[src/rtl/tank_bullet.sv]
`default_nettype none
// ============================================================================
// Module      : tank_bullet
// Description : Single-bullet projectile generator for one shooter. Launches
//               the bullet from the tank centre on a fire request, steps it
//               once per frame in the latched heading, and retires it at the
//               playfield edge or on a reported hit. While retired it parks
//               at (0,0). Also produces the bullet pixel-hit flag for the
//               pixel mux.
//               Optional feature macro: TANK_BULLET_COOLDOWN_EN
//                 defined   -> a COOLDOWN state holds off re-fire for
//                              COOLDOWN_TICKS frames after retirement.
//                 undefined -> retirement returns straight to IDLE.
// Revision    : 1.0 - initial release
// ============================================================================
module tank_bullet #(
    parameter int SPEED          = 4,
    parameter int COOLDOWN_TICKS = 16,
    parameter int X_MAX          = 639,
    parameter int Y_MAX          = 479,
    parameter int BULLET_SIZE    = 4,
    parameter int TANK_SIZE      = 32
) (
    input  logic       clk_50MHz,
    input  logic       reset,
    input  logic [9:0] x,
    input  logic [9:0] y,
    input  logic       refresh_tick,
    input  logic       fire,
    input  logic [1:0] dir,
    input  logic [9:0] x_tank,
    input  logic [9:0] y_tank,
    input  logic       hit,
    output logic [9:0] x_bullet,
    output logic [9:0] y_bullet,
    output logic       bullet_active,
    output logic       bullet_on,
    output logic       ready
);

    // State encoding
    localparam logic [1:0] c_ST_IDLE     = 2'd0;
    localparam logic [1:0] c_ST_FLY      = 2'd1;
`ifdef TANK_BULLET_COOLDOWN_EN
    localparam logic [1:0] c_ST_COOLDOWN = 2'd2;
    localparam int         c_CNT_W       = $clog2(COOLDOWN_TICKS + 1);
    localparam logic [c_CNT_W-1:0] c_CNT_LOAD = c_CNT_W'(COOLDOWN_TICKS);
`endif

    // Edge tests are done 11 bits wide so the sums never wrap
    localparam logic [10:0] c_SPEED_11  = 11'(SPEED);
    localparam logic [10:0] c_X_LIMIT   = 11'(X_MAX - BULLET_SIZE + 1);
    localparam logic [10:0] c_Y_LIMIT   = 11'(Y_MAX - BULLET_SIZE + 1);
    localparam logic [10:0] c_SIZE_M1   = 11'(BULLET_SIZE - 1);
    localparam logic [9:0]  c_STEP      = 10'(SPEED);
    localparam logic [9:0]  c_LAUNCH_OF = 10'((TANK_SIZE - BULLET_SIZE) / 2);

    logic [1:0] r_state;
    logic [1:0] w_next_state;
    logic [9:0] r_x;
    logic [9:0] r_y;
    logic [1:0] r_dir;
    logic       w_exit;
    logic       w_retire;
`ifdef TANK_BULLET_COOLDOWN_EN
    logic [c_CNT_W-1:0] r_cnt;
`endif

    // Would the next step in the latched heading leave the playfield?
    always_comb begin
        w_exit = 1'b0;
        case (r_dir)
            2'b00:   w_exit = ({1'b0, r_y} < c_SPEED_11);
            2'b01:   w_exit = (({1'b0, r_x} + c_SPEED_11) > c_X_LIMIT);
            2'b10:   w_exit = (({1'b0, r_y} + c_SPEED_11) > c_Y_LIMIT);
            default: w_exit = ({1'b0, r_x} < c_SPEED_11);
        endcase
    end

    // A hit retires immediately and takes priority over a coincident tick
    assign w_retire = hit || (refresh_tick && w_exit);

    // State register
    always_ff @(posedge clk_50MHz) begin
        if (reset) begin
            r_state <= c_ST_IDLE;
        end else begin
            r_state <= w_next_state;
        end
    end

    // Next-state logic
    always_comb begin
        w_next_state = r_state;
        case (r_state)
            c_ST_IDLE: begin
                if (fire) begin
                    w_next_state = c_ST_FLY;
                end
            end
            c_ST_FLY: begin
                if (w_retire) begin
`ifdef TANK_BULLET_COOLDOWN_EN
                    w_next_state = c_ST_COOLDOWN;
`else
                    w_next_state = c_ST_IDLE;
`endif
                end
            end
`ifdef TANK_BULLET_COOLDOWN_EN
            c_ST_COOLDOWN: begin
                // The tick that takes the counter to zero releases the shooter
                if (refresh_tick && (r_cnt <= c_CNT_W'(1))) begin
                    w_next_state = c_ST_IDLE;
                end
            end
`endif
            default: w_next_state = c_ST_IDLE;
        endcase
    end

    // Position, heading and cooldown counter
    always_ff @(posedge clk_50MHz) begin
        if (reset) begin
            r_x   <= 10'd0;
            r_y   <= 10'd0;
            r_dir <= 2'b00;
`ifdef TANK_BULLET_COOLDOWN_EN
            r_cnt <= '0;
`endif
        end else begin
            case (r_state)
                c_ST_IDLE: begin
                    if (fire) begin
                        r_dir <= dir;
                        r_x   <= x_tank + c_LAUNCH_OF;
                        r_y   <= y_tank + c_LAUNCH_OF;
                    end
                end
                c_ST_FLY: begin
                    if (w_retire) begin
                        r_x <= 10'd0;
                        r_y <= 10'd0;
`ifdef TANK_BULLET_COOLDOWN_EN
                        r_cnt <= c_CNT_LOAD;
`endif
                    end else if (refresh_tick) begin
                        case (r_dir)
                            2'b00:   r_y <= r_y - c_STEP;
                            2'b01:   r_x <= r_x + c_STEP;
                            2'b10:   r_y <= r_y + c_STEP;
                            default: r_x <= r_x - c_STEP;
                        endcase
                    end
                end
`ifdef TANK_BULLET_COOLDOWN_EN
                c_ST_COOLDOWN: begin
                    if (refresh_tick && (r_cnt != '0)) begin
                        r_cnt <= r_cnt - c_CNT_W'(1);
                    end
                end
`endif
                default: begin
                    r_x <= 10'd0;
                    r_y <= 10'd0;
                end
            endcase
        end
    end

    assign x_bullet = r_x;
    assign y_bullet = r_y;

    // Status flags and pixel coverage of the bullet square
    always_comb begin
        ready         = (r_state == c_ST_IDLE);
        bullet_active = (r_state == c_ST_FLY);
        bullet_on     = bullet_active
                        && ({1'b0, x} >= {1'b0, r_x})
                        && ({1'b0, x} <= ({1'b0, r_x} + c_SIZE_M1))
                        && ({1'b0, y} >= {1'b0, r_y})
                        && ({1'b0, y} <= ({1'b0, r_y} + c_SIZE_M1));
    end

endmodule
`default_nettype wire

[config.mk]
export PLATFORM = sky130hd
export DESIGN_NAME = tank_bullet
export DESIGN_NICKNAME = d
export VERILOG_FILES = /design/src/rtl/tank_bullet.sv
export SDC_FILE = /design/constraint.sdc
export NUM_CORES = 1
export LEC_CHECK = 0
export ABC_CLOCK_PERIOD_IN_PS = 6100
export CORE_MARGIN = 2
export CORE_UTILIZATION = 47
export DETAILED_ROUTE_END_ITERATION = 12
export PLACE_DENSITY = 0.7
export SLEW_MARGIN = 10
export SYNTH_ARGS = -nofsm -noshare
export SYNTH_HDL_FRONTEND = slang
export SYNTH_SLANG_ARGS = --single-unit
[constraint.sdc]
create_clock -name clk_50MHz -period 6.1 [get_ports clk_50MHz]
set_input_delay 1.525 -clock clk_50MHz [delete_from_list [all_inputs] [get_ports clk_50MHz]]
set_output_delay 1.525 -clock clk_50MHz [all_outputs]
set_load 0.05 [all_outputs]
# After elaboration in Yosys (flattened, before gate mapping)
# Cells that the tools add are included.
[classes]
addsub = 10
n_lt_le_gt_ge = 8
n_eq_ne = 8
mux = 14
reduce_logical = 13
[op_table]
columns = ["cell", "count"]
rows = [
  ["10-bit case mux with 2 select lines", 4],
  ["10-bit two-way mux", 6],
  ["10-bit by 2-bit adder with 11-bit output (second input constant)", 2],
  ["10-bit by 3-bit adder with 11-bit output (second input constant)", 2],
  ["10-bit by 11-bit <= comparator with 1-bit output", 2],
  ["10-bit by 3-bit adder with 10-bit output (second input constant)", 2],
  ["10-bit by 4-bit adder with 10-bit output (second input constant)", 2],
  ["10-bit greater-or-equal comparator", 2],
  ["10-bit by 3-bit less-than comparator with 1-bit output (second input constant)", 2],
  ["10-bit by 3-bit subtractor with 10-bit output (second input constant)", 2],
  ["11-bit by 10-bit greater-than comparator with 1-bit output (second input constant)", 1],
  ["11-bit by 9-bit greater-than comparator with 1-bit output (second input constant)", 1],
  ["3-bit by 2-bit != test with 1-bit output (second input constant)", 2],
  ["3-bit AND reduction", 2],
  ["1-bit logical AND", 5],
  ["2-bit by 1-bit == test with 1-bit output (second input constant)", 2],
  ["2-bit logical NOT", 2],
  ["2-bit two-way mux", 2],
  ["4-bit by 1-bit != test with 1-bit output (second input constant)", 1],
  ["2-bit case mux with 2 select lines", 1],
  ["2-bit AND reduction", 2],
  ["1-bit case mux with 3 select lines", 1],
  ["2-bit == test (second input constant)", 1],
  ["2-bit by 1-bit != test with 1-bit output (second input constant)", 1],
  ["3 further kinds", 3],
]
[totals]
reg_bits = 24
input_bits = 47
output_inout_bits = 23
wordCells = 57

# Logic depth before layout (Yosys ltp)
[logic_depth]
word_depth = 7
ltp_mapped = 13
ltp_nobuf = 13

# Least setup slack after synthesis
# Ideal clock, no wire load.
[synth_timing]
path_type = "input to output"
from = "in y[1]"
to = "out bullet_on"
t_arrival_ns = 4.235
required_time_ns = 4.575
setup_slack_ns = 0.340
path_stages = 9
n_path_buf = 0
cell_sequence = "ha_1 nor2b_1 o21a_1 o21ai_0 nand2b_1 a21oi_1 o211ai_1 a31o_2 nor4_1"
[synth_via]
elab_chain_cells = 3
elab_cells_between_ends = 4
classes_between = "order compare (2); reduce/logical (2)"
[synth_lines]
columns = ["element", "line", "rtl"]
rows = [
  ["from (decl)", "27", "input logic [9:0] y,"],
  ["10-bit greater-or-equal comparator", "181", "&& ({1'b0, y} >= {1'b0, r_y})"],
  ["1-bit logical AND", "181", ""],
  ["1-bit logical AND (*)", "182", "&& ({1'b0, y} <= ({1'b0, r_y} + c_SIZE_M1));"],
  ["to (decl)", "37", "output logic bullet_on,"],
]
# Mark *: on every way between the ends. The rest lies on a longest branch, timed or not.

# Worst setup path after layout
# Same ends and word-level chain as after synthesis.

==> results_dict.tcl <==
set metrics [dict create \
    place_hpwl_mm 7.146 \
    maxCapViolations 0 \
    fp-row-count 30 \
    crit_buf_inv 2 \
    area_delta_synth_final_pct 22.69 \
    rsz0062_at_grt "false" \
    slowest_stage "clkdlybuf4s50_1" \
    vias 3395 \
    grt_util_all_layers_pct 22.44 \
    drt_iter0_markers 199 \
    clock_path_buffers 2 \
    synthArstFlopShare_pct 0 \
    synth_commonest_cells "50 x ha_1, 33 x nand2_1, 33 x nor2_1" \
    pwr-share-clk_pct 13.3 \
    synthTopCellsByArea "ha_1 19%, dfxtp_1 14%, xnor2_1 7.3%" \
    hold_viol 0 \
    drc 0 \
    io_pins 70 \
    yosys_warnings 0 \
    dr.pass1.iters 5 \
    cts_hold_buf 0 \
    synth.distinct_cells 66 \
    cts_buffers 3 \
    ant_nets 0 \
    switching_share_pct 47.28 \
    p_leak_nw 1.511 \
    antenna_found_initial 0 \
    die_y_um 88.45 \
    fin_skew_ns 0.005775 \
    drv_slew 0 \
    core_um2 6832 \
    synth_ff_type "dfxtp_1" \
    wl_per_cell_um 15.10 \
    fillers 667 \
    place_ws_ns 0.6042 \
    cts.sinks 23 \
    via_per_inst 5.794 \
    max-vdd-ir-drop_v 0.0001197 \
    setup_viol 0 \
    ys_seq_elements 23 \
    synth.top_cell.area_share_pct 18.66 \
    num_antenna_cells 0 \
    hold_path_class "register to register" \
    hold_ws_ns 0.6435 \
    yosysTopAreaCell "ha_1" \
    post-cts-setup-buffers 0 \
    dieArea_um2 7823 \
    grt_pass1_wl_mm 14.31 \
    nets 588 \
    layout-drive-gt1-share_pct 4.694 \
    routed_wl_mm 8.847 \
    syn_inst 439 \
    critPathArrivalTime_ns 3.99 \
    cp_top_family "compound AO/OA/AOI/OAI gates" \
    overflow 0 \
    required_ns 4.58 \
    clockRootBuffer "clkbuf_8" \
    grt_max_degree 23 \
    io_buffers 69 \
    cts_tree "built" \
    combPwrFrac_pct 57.6 \
    yosysMostFrequentCell "ha_1" \
    cts_resized 0 \
    fmax_mhz 181.3 \
    clk_pin_slew_ns 0.09 \
    worst_slew_pin_slew_ns 1.000 \
    seq_power_share_pct 29.1 \
    layout_min_cycle_time_ns 5.515 \
    worstSetupPathType "input port to primary output" \
    synth_nets 536 \
    insertion_delay_ns 0.27 \
    synth_edf_count 0 \
    max_stage_delay_ns 0.44 \
    synth-seq-area-share_pct 13.74 \
    synth.cell_area_um2 3352 \
    gpl.final_weighted_congestion 0.8990 \
    internal-power_mw 0.3983 \
    cp_cell_sequence "clkdlybuf4s50_1, ha_1, nor2b_1, o21a_1, o21ai_0, nand2b_1, a21oi_1, o211ai_1, a31o_2, nor4_1, buf_12" \
    die_w_um 88.45 \
    end_kind "primary output" \
    fin_crit_sh_pct 90.41 \
    slew-limit-headroom_pct 33.18 \
    setup-tns-final_ns 0 \
    p_sw_mw 0.3572 \
    crit_path_start_kind "input port" \
    p_per_area_nw_per_um2 183.7 \
    setup_ws_ns 0.5851 \
    cp_max_fo 2 \
    h-tree-depth 1 \
    grt_pass1_vias 3050 \
    status "completed" \
    syn_avg_cell_area_um2 7.635 \
    initial_utilization_pct 49.07 \
]
## placed cells by master (no fill, tap or decap), drive strengths merged, types with 9 or more instances in the layout
cell type,count
nor3,11
nand3,16
dfxtp,23
clkdlybuf4s50,68
a211oi,15
inv,29
ha,50
nand2,34
xnor2,28
nor2b,13
o21ai,28
nor2,33
o311ai,9
nand4,9
a21oi,30
## worst reg2reg max path, stage by stage (launching register included)
cell and delay (ns):
dfxtp_1 0.55, ha_1 0.36, nand3_1 0.21, nor4_1 0.36
a2bb2oi_2 0.22, a211oi_4 0.10, o31ai_4 0.62, a211oi_1 0.19
a2111oi_2 0.39
## worst paths after layout
kind	end	cells after the start	slack (ns)	startpoint
worst max-delay path	bullet_on	11	0.59	y[1]
worst min-delay path	y_bullet[1]	2	0.64	y_bullet[1]
worst max register to register	x_bullet[8]	8	2.98	x_bullet[2]
worst min register to register	y_bullet[1]	2	0.64	y_bullet[1]
## sequential cells by signal, summed over array words and instances, names as in the netlist
signal / cells
y_bullet: 10
r_state: 1
x_bullet: 10
r_dir: 2
## stage by stage
step	std cells	area (µm²)	power, mW	utilization, %
2_1_floorplan	439	3352	0.5241	-
3_3_place_gp	582	4066	0.6452	59.52
3_5_place_dp	582	4066	0.6558	59.52
4_1_cts	586	4113	0.7542	60.20
5_1_grt	586	4113	0.8121	60.20
6_report	586	4113	0.7555	60.20
## area by class of cell
type	count	area, µm²	share of cell area [%]
multi-input combinational	364	2673	64.98
timing repair buffer	69	700.7	17.04
sequential	23	460.4	11.20
tap	96	120.1	2.921
inverter	30	112.6	2.738
clock buffer	3	41.29	1.004
clock inverter	1	5.005	0.1217
## power groups by stage
stage	logic, mW	registers [mW]	clock network, mW
after floorplan	0.277	0.247	0
after global placement	0.424	0.221	0
after detailed placement	0.434	0.222	0
after CTS	0.436	0.218	0.100
after global routing	0.483	0.225	0.105
final	0.435	0.220	0.100
## kinds of logic after synthesis
kind of cell	after synthesis	share of synthesized area (%)
compound gates	129	28.07
fa+ha+maj	50	18.66
simple gates	145	22.32
mux	5	1.530
flops	23	13.74
xor+xnor	35	9.145
buf+inv	52	6.533
## per-layer routing
layer  share of wire (%)  track usage (%)
met5                   0                0
met4                0.55            3.719
met3                 5.1            1.213
met2                  45            36.43
met1                  49            33.33
(Power assumes the default switching activity.)
